`src/rtl/cnn_stage_sequencer_if.sv`:
```
// cnn_stage_sequencer_if
//   Control/handshake bundle between the system controller, the per-stage
//   engines and the CNN stage sequencer.
//   master : controller/engine side (drives start, abort, stage_end, scores in)
//   slave  : sequencer side (drives stage_start, status, latched scores)
//   Signals:
//     start, abort            run request pulse / synchronous abort
//     stage_start[N-1:0]      one-hot single-cycle launch pulse per stage
//     stage_end[N-1:0]        per-stage end level
//     score_male_in/female_in 8-bit signed scores from the last stage
//     busy, cur_stage, done, error, score_male, score_female, is_male,
//     run_cycles              status and results
interface cnn_stage_sequencer_if #(
    parameter int NUM_STAGES = 3
);
    logic                  start;
    logic                  abort;
    logic [NUM_STAGES-1:0] stage_start;
    logic [NUM_STAGES-1:0] stage_end;
    logic [7:0]            score_male_in;
    logic [7:0]            score_female_in;
    logic                  busy;
    logic [2:0]            cur_stage;
    logic                  done;
    logic                  error;
    logic [7:0]            score_male;
    logic [7:0]            score_female;
    logic                  is_male;
    logic [31:0]           run_cycles;

    modport master (
        output start, abort, stage_end, score_male_in, score_female_in,
        input  stage_start, busy, cur_stage, done, error,
               score_male, score_female, is_male, run_cycles
    );

    modport slave (
        input  start, abort, stage_end, score_male_in, score_female_in,
        output stage_start, busy, cur_stage, done, error,
               score_male, score_female, is_male, run_cycles
    );
endinterface

```
`src/rtl/cnn_stage_sequencer.sv`:
```
// cnn_stage_sequencer
//   Launches NUM_STAGES pipeline stages in order (conv stages, then FC),
//   one at a time, waiting for each stage's end level. Latches the final
//   male/female scores, guards each stage with a watchdog, supports abort,
//   and counts busy cycles of the last run.
//   Ports:
//     clk     clock
//     rst     synchronous active-high reset
//     seq_if  cnn_stage_sequencer_if.slave (control, stage handshake, results)
module cnn_stage_sequencer #(
    parameter int NUM_STAGES  = 3,
    parameter int TIMEOUT_CYC = 200000
) (
    input  logic                         clk,
    input  logic                         rst,
    cnn_stage_sequencer_if.slave         seq_if
);
    typedef enum logic [2:0] {
        S_IDLE, S_LAUNCH, S_WAIT, S_GAP, S_FINISH, S_ERR
    } state_e;

    localparam logic [2:0]  LAST     = 3'(NUM_STAGES - 1);
    localparam logic [23:0] WD_LIMIT = 24'(TIMEOUT_CYC - 1);

    state_e                state_q, state_d;
    logic [2:0]            idx_q, idx_d;
    logic [23:0]           wd_q, wd_d;
    logic                  error_q, error_d;
    logic                  busy_q, busy_d;
    logic [7:0]            sm_q, sf_q;
    logic                  male_q;
    logic [31:0]           cyc_q;
    logic                  latch, clr;
    logic [NUM_STAGES-1:0] sel;
    logic                  end_cur;

    // One-hot of the active stage; used both to pick its end bit and to
    // drive its launch pulse, so other stages' end bits are never seen.
    always_comb begin
        sel = '0;
        for (int i = 0; i < NUM_STAGES; i++) sel[i] = (idx_q == 3'(i));
    end
    assign end_cur = |(seq_if.stage_end & sel);

    always_comb begin
        state_d = state_q;
        idx_d   = idx_q;
        wd_d    = wd_q;
        error_d = error_q;
        latch   = 1'b0;
        clr     = 1'b0;
        case (state_q)
            S_IDLE: if (seq_if.start) begin
                state_d = S_LAUNCH;
                idx_d   = '0;
                error_d = 1'b0;
                clr     = 1'b1;
            end
            S_LAUNCH: begin
                state_d = S_WAIT;
                wd_d    = '0;
            end
            S_WAIT: begin
                wd_d = wd_q + 24'd1;
                // End beats a simultaneous watchdog expiry.
                if (end_cur) begin
                    state_d = (idx_q == LAST) ? S_FINISH : S_GAP;
                    latch   = (idx_q == LAST);
                end else if (wd_q == WD_LIMIT) begin
                    state_d = S_ERR;
                    error_d = 1'b1;
                end
            end
            S_GAP: begin
                idx_d   = idx_q + 3'd1;
                state_d = S_LAUNCH;
            end
            S_FINISH: state_d = S_IDLE;
            S_ERR:    state_d = S_IDLE;
            default:  state_d = S_IDLE;
        endcase
        // Abort overrides everything, including a start in IDLE.
        if (seq_if.abort) begin
            state_d = S_IDLE;
            idx_d   = idx_q;
            error_d = error_q;
            latch   = 1'b0;
            clr     = 1'b0;
        end
    end

    assign busy_d = (state_d == S_LAUNCH) || (state_d == S_WAIT) ||
                    (state_d == S_GAP)    || (state_d == S_FINISH);

    always_ff @(posedge clk) begin
        if (rst) begin
            state_q <= S_IDLE;
            idx_q   <= '0;
            wd_q    <= '0;
            error_q <= 1'b0;
            busy_q  <= 1'b0;
            sm_q    <= '0;
            sf_q    <= '0;
            male_q  <= 1'b0;
            cyc_q   <= '0;
        end else begin
            state_q <= state_d;
            idx_q   <= idx_d;
            wd_q    <= wd_d;
            error_q <= error_d;
            busy_q  <= busy_d;
            // Counts edges after which the sequencer is still busy; the
            // accepting edge only clears.
            if (clr)
                cyc_q <= '0;
            else if (busy_d && cyc_q != '1)
                cyc_q <= cyc_q + 32'd1;
            if (latch) begin
                sm_q   <= seq_if.score_male_in;
                sf_q   <= seq_if.score_female_in;
                male_q <= $signed(seq_if.score_male_in) > $signed(seq_if.score_female_in);
            end
        end
    end

    assign seq_if.stage_start  = (state_q == S_LAUNCH) ? sel : '0;
    assign seq_if.busy         = busy_q;
    assign seq_if.cur_stage    = busy_q ? idx_q : 3'd0;
    assign seq_if.done         = (state_q == S_FINISH);
    assign seq_if.error        = error_q;
    assign seq_if.score_male   = sm_q;
    assign seq_if.score_female = sf_q;
    assign seq_if.is_male      = male_q;
    assign seq_if.run_cycles   = cyc_q;
endmodule

```
`src/flat_wrapper.sv`:
```
// flat-port wrapper written by rule: the top's interface ports become plain ports
module cnn_stage_sequencer_flat 
#(
    parameter int NUM_STAGES  = 3,
    parameter int TIMEOUT_CYC = 200000
)
  (clk, rst, seq_if_start, seq_if_abort, seq_if_stage_end, seq_if_score_male_in, seq_if_score_female_in, seq_if_stage_start, seq_if_busy, seq_if_cur_stage, seq_if_done, seq_if_error, seq_if_score_male, seq_if_score_female, seq_if_is_male, seq_if_run_cycles);
  cnn_stage_sequencer_if #(.NUM_STAGES(NUM_STAGES)) seq_if_i ();
  input  logic clk;
  input  logic rst;
  input wire logic [$bits(seq_if_i.start)-1:0] seq_if_start;
  input wire logic [$bits(seq_if_i.abort)-1:0] seq_if_abort;
  input wire logic [$bits(seq_if_i.stage_end)-1:0] seq_if_stage_end;
  input wire logic [$bits(seq_if_i.score_male_in)-1:0] seq_if_score_male_in;
  input wire logic [$bits(seq_if_i.score_female_in)-1:0] seq_if_score_female_in;
  output wire logic [$bits(seq_if_i.stage_start)-1:0] seq_if_stage_start;
  output wire logic [$bits(seq_if_i.busy)-1:0] seq_if_busy;
  output wire logic [$bits(seq_if_i.cur_stage)-1:0] seq_if_cur_stage;
  output wire logic [$bits(seq_if_i.done)-1:0] seq_if_done;
  output wire logic [$bits(seq_if_i.error)-1:0] seq_if_error;
  output wire logic [$bits(seq_if_i.score_male)-1:0] seq_if_score_male;
  output wire logic [$bits(seq_if_i.score_female)-1:0] seq_if_score_female;
  output wire logic [$bits(seq_if_i.is_male)-1:0] seq_if_is_male;
  output wire logic [$bits(seq_if_i.run_cycles)-1:0] seq_if_run_cycles;
  assign seq_if_i.start = seq_if_start;
  assign seq_if_i.abort = seq_if_abort;
  assign seq_if_i.stage_end = seq_if_stage_end;
  assign seq_if_i.score_male_in = seq_if_score_male_in;
  assign seq_if_i.score_female_in = seq_if_score_female_in;
  assign seq_if_stage_start = seq_if_i.stage_start;
  assign seq_if_busy = seq_if_i.busy;
  assign seq_if_cur_stage = seq_if_i.cur_stage;
  assign seq_if_done = seq_if_i.done;
  assign seq_if_error = seq_if_i.error;
  assign seq_if_score_male = seq_if_i.score_male;
  assign seq_if_score_female = seq_if_i.score_female;
  assign seq_if_is_male = seq_if_i.is_male;
  assign seq_if_run_cycles = seq_if_i.run_cycles;
  cnn_stage_sequencer #(.NUM_STAGES(NUM_STAGES), .TIMEOUT_CYC(TIMEOUT_CYC)) u_core (.clk(clk), .rst(rst), .seq_if(seq_if_i));
endmodule
```
`config.mk`:
```
export PLATFORM = sky130hd
export DESIGN_NAME = cnn_stage_sequencer_flat
export DESIGN_NICKNAME = d
export VERILOG_FILES = /design/src/rtl/cnn_stage_sequencer_if.sv /design/src/rtl/cnn_stage_sequencer.sv /design/src/flat_wrapper.sv
export SDC_FILE = /design/constraint.sdc
export NUM_CORES = 1
export LEC_CHECK = 0
export BUFFER_PORTS_ARGS = -buffer_cell sky130_fd_sc_hd__buf_4
export CORE_MARGIN = 5
export CORE_UTILIZATION = 55
export CTS_BUF_LIST = sky130_fd_sc_hd__clkbuf_2
export CTS_CLUSTER_DIAMETER = 60
export CTS_CLUSTER_SIZE = 16
export DETAILED_ROUTE_END_ITERATION = 10
export HOLD_SLACK_MARGIN = 0.06
export PLACE_DENSITY = 0.79
export SYNTH_ARGS = -nofsm -noshare
export SYNTH_HDL_FRONTEND = slang
export SYNTH_SLANG_ARGS = --single-unit
```
`constraint.sdc`:
```
create_clock -name clk -period 2.87 [get_ports clk]
set_input_delay 0.1435 -clock clk [delete_from_list [all_inputs] [get_ports clk]]
set_output_delay 0.1435 -clock clk [all_outputs]
set_load 0.03 [all_outputs]
```
==> impl_results.md <==
* PortBufs at 80
* Setup ws final at 0.1807 ns
* Share of cells above drive strength 1 at 18.70%
* Commonest non-fill, non-tap cells in the layout: buf_4 (92), dfxtp_1 (81), nand2_1 (63), a21oi_1 (63), nand3_1 (30)
* Top post-synthesis cells by area: dfxtp_1 (38%), a21oi_1 (7.3%), nand2_1 (5.5%)
* Initial Util at 56.12%
* Mapped Avg Cell Area at 8.034 µm²
* Vias in the first global route at 4199
* Req. time, crit path at 3.31 ns
* Fmax at 0.3718 GHz
* Area of the multi-input gates at 2492 µm²
* Skew final at 0.04775 ns
* DP HPWL at 8.053 mm
* Fin crit period at 2.689 ns
* Num ports at 81
* Crit path max fanout at 25
* Average wire per standard cell at 15.59 µm
* Die area at 9715 µm²
* Critical path arrival at 3.13 ns
* RSZ-0062 raised after global routing: false
* Num CTS Buffers at 9
* Tot GR Track Use at 23.06%
* Max_cap viols at 0
* Initial antenna violation count at 0
* Number of remaining DRC errors at 0
* Total power at 1.805 mW
* Worst skew pair latency at 0.51 ns
* Max clock buf depth at 2
* Syn Std Cell Area at 4314 µm²
* Adder-Cell Fraction of Synth Area at 4.060%
* Synthesis-stage register bit count at 81
* Fill cells at 656
* Worst Setup End Kind: flip-flop
* Synth Net Count at 574
* # diodes at 0
* VDD IR max at 0.1839 mV
* Max Slew Vio Count at 0
* GRT overflow at 0
* Critical Path Source Type: flip-flop
* Register area at 1622 µm²
* Outcome: finished, final reports clean
* Hold Violations, Final at 0
* Pleak at 1.941 nW
* Fin crit share at 93.71%
* Largest family of logic cells by synthesized area: simple AND/OR/NAND/NOR gates
* Post-synthesis simple-gate area fraction at 30.54%
* Commonest non-fill, non-tap cell in the layout: buf_4
* DIE WIDTH at 98.57 µm
* Die Height at 98.57 µm
* H-Tree Depth at 3
* Ys async rst share at 0%
* RePlAce Congestion at 0.8065
* Drt via density at 6.168
* Placed cells at 700
* Seq/Total Area, Yosys at 37.59%
* Area leader, netlist: dfxtp_1
* Largest net degree at the start of global routing at 52
* Family with the most delay on the worst path: compound AO/OA/AOI/OAI gates
* Main synth FF type: dfxtp_1
* Crit path max-delay cell type: or4_1
* Nets at 664
* Compound-Gate Fraction of Synth Area at 22.45%
* Routed wire length at 11.43 mm
* CP cell instances: inv_1 > ha_1 > a221o_1 > a31oi_1 > o21ai_1 > o21a_4 > buf_12 > or4_1 > a21oi_1
* Number of flops mapped to enable cells by yosys at 0
* Placement Setup Slack at 0.1714 ns
* Vias at 4521
* Std-Cell Rows at 32
* Cells after Synth at 537
* Clock Tree Root: clkbuf_2
* Slew margin rel. at 52.33%
* First-pass GRT wire length at 19.19 mm
* Clk sinks at 81
* Setup_tns at 0 ns
* Post-Synth XOR/XNOR Area at 0%
* Worst path buffer plus inverter count at 2
* P per Cell Area at 342.3 nW/µm²
* Synth cell types at 62
* Critical Path Max Stage Delay at 0.51 ns
* ANT nets after route at 0
* Clock-pin transition on the worst setup and hold timing paths at 0.22 ns
* Area growth, synth to finish at 22.24%
* Core area at 7687 µm²
* Yosys warnings at 0
* Slew @ Worst Pin at 0.7117 ns
* Final setup violation count at 0
* DR pass1 iterations at 5
* Initial drt markers at 272
* Hold Crit Class: input port to flip-flop
* Yosys top cell area share at 37.59%
* Setup CP Type: flip-flop to flip-flop
* CTS tree: done
* Post-synthesis mux area share at 0.4930%
* Fin cells at 733
==> worst paths after layout <==
| kind | endpoint | slack, ns | depth (start not counted) | startpoint |
|---|---|---|---|---|
| worst max-delay path | u_core.seq_if.run_cycles[4]$_SDFFE_PP0P_ | 0.18 | 9 | u_core.idx_q[0]$_SDFFE_PP0P_ |
| worst max register to register | u_core.seq_if.run_cycles[4]$_SDFFE_PP0P_ | 0.18 | 9 | u_core.idx_q[0]$_SDFFE_PP0P_ |
| worst min register to register | u_core.seq_if.score_female[1]$_SDFFE_PP0P_ | 0.47 | 2 | u_core.seq_if.score_female[1]$_SDFFE_PP0P_ |
| worst min-delay path | u_core.wd_q[8]$_SDFFE_PP0P_ | 0.09 | 2 | rst |
==> layout make-up <==
type | instances | area share, %
clock buffer | 10 | 0.9490
clock inverter | 5 | 0.4508
inverter | 18 | 1.281
multi-input combinational | 406 | 47.26
sequential | 81 | 30.75
tap | 102 | 2.420
timing repair buffer | 111 | 16.89
==> layer usage <==
metal / global-route usage, % / up-vias / wire (µm)
met5: 0 / - / 0
met4: 6.513 / 0 / 105
met3: 4.883 / 11 / 766
met2: 39.99 / 166 / 5611
met1: 28.92 / 2140 / 4941
li1: - / 2204 / -
==> registers in the layout, indices dropped and copies added (netlist names) <==
name,cells
u_core.state_q,3
u_core.seq_if.run_cycles,32
u_core.seq_if.score_female,8
u_core.wd_q,24
u_core.seq_if.score_male,8
u_core.seq_if.is_male,1
u_core.idx_q,3
u_core.seq_if.busy,1
u_core.seq_if.error,1
==> metrics by stage <==
step	hold slack, ns	util (%)	area [µm²]
global placement	0.3513	65.22	5014
floorplan	0.2220	-	4314
finish	0.08789	68.60	5274
global route	0.06676	68.60	5274
CTS	0.06066	68.52	5268
detailed placement	0.3539	65.22	5014
==> cell families (layout without fill, tap and decap cells) <==
| group | count (synthesis) | in the layout |
|---|---|---|
| and+or+nand+nor | 238 | 238 |
| AOI/OAI and AO/OA | 152 | 152 |
| DFF | 81 | 81 |
| buffers and inverters | 50 | 144 |
| adders and majority gates | 14 | 14 |
| muxes | 2 | 2 |
==> where the power goes <==
group	leakage (nW)	internal, mW	switching, mW
sequential	0.653	1.13	0.00685
combinational	1.24	0.0812	0.105
clock	0.0503	0.103	0.378
total	1.94	1.32	0.489
==> Yosys cell counts, types with 3 or more instances <==
master	n
buf_2	6
o21ai_0	11
o21a_1	4
nand2b_1	3
dfxtp_1	81
nor2_1	26
o311ai_0	3
o31ai_1	22
o41ai_1	3
a31oi_1	5
a211oi_1	3
and4_1	9
a21oi_1	63
nor4_1	6
clkbuf_1	21
o21ai_1	10
and3_1	11
nand3_1	30
or3_1	14
buf_4	4
nand4_1	16
nand4b_1	3
nand2_1	63
nor3_1	6
and2_1	10
ha_1	14
nor3b_1	4
or4_1	23
inv_1	18
a311oi_1	5
o211ai_1	3
==> timing repair <==
item | CTS | global route
hold endpoints to repair | 20 | 0
endpoints found under the setup margin | 0 | 8
gates resized for setup | 0 | 1
setup buffers | 0 | 0
hold buffers | 18 | 0
Power figures use the tool's default switching activity.
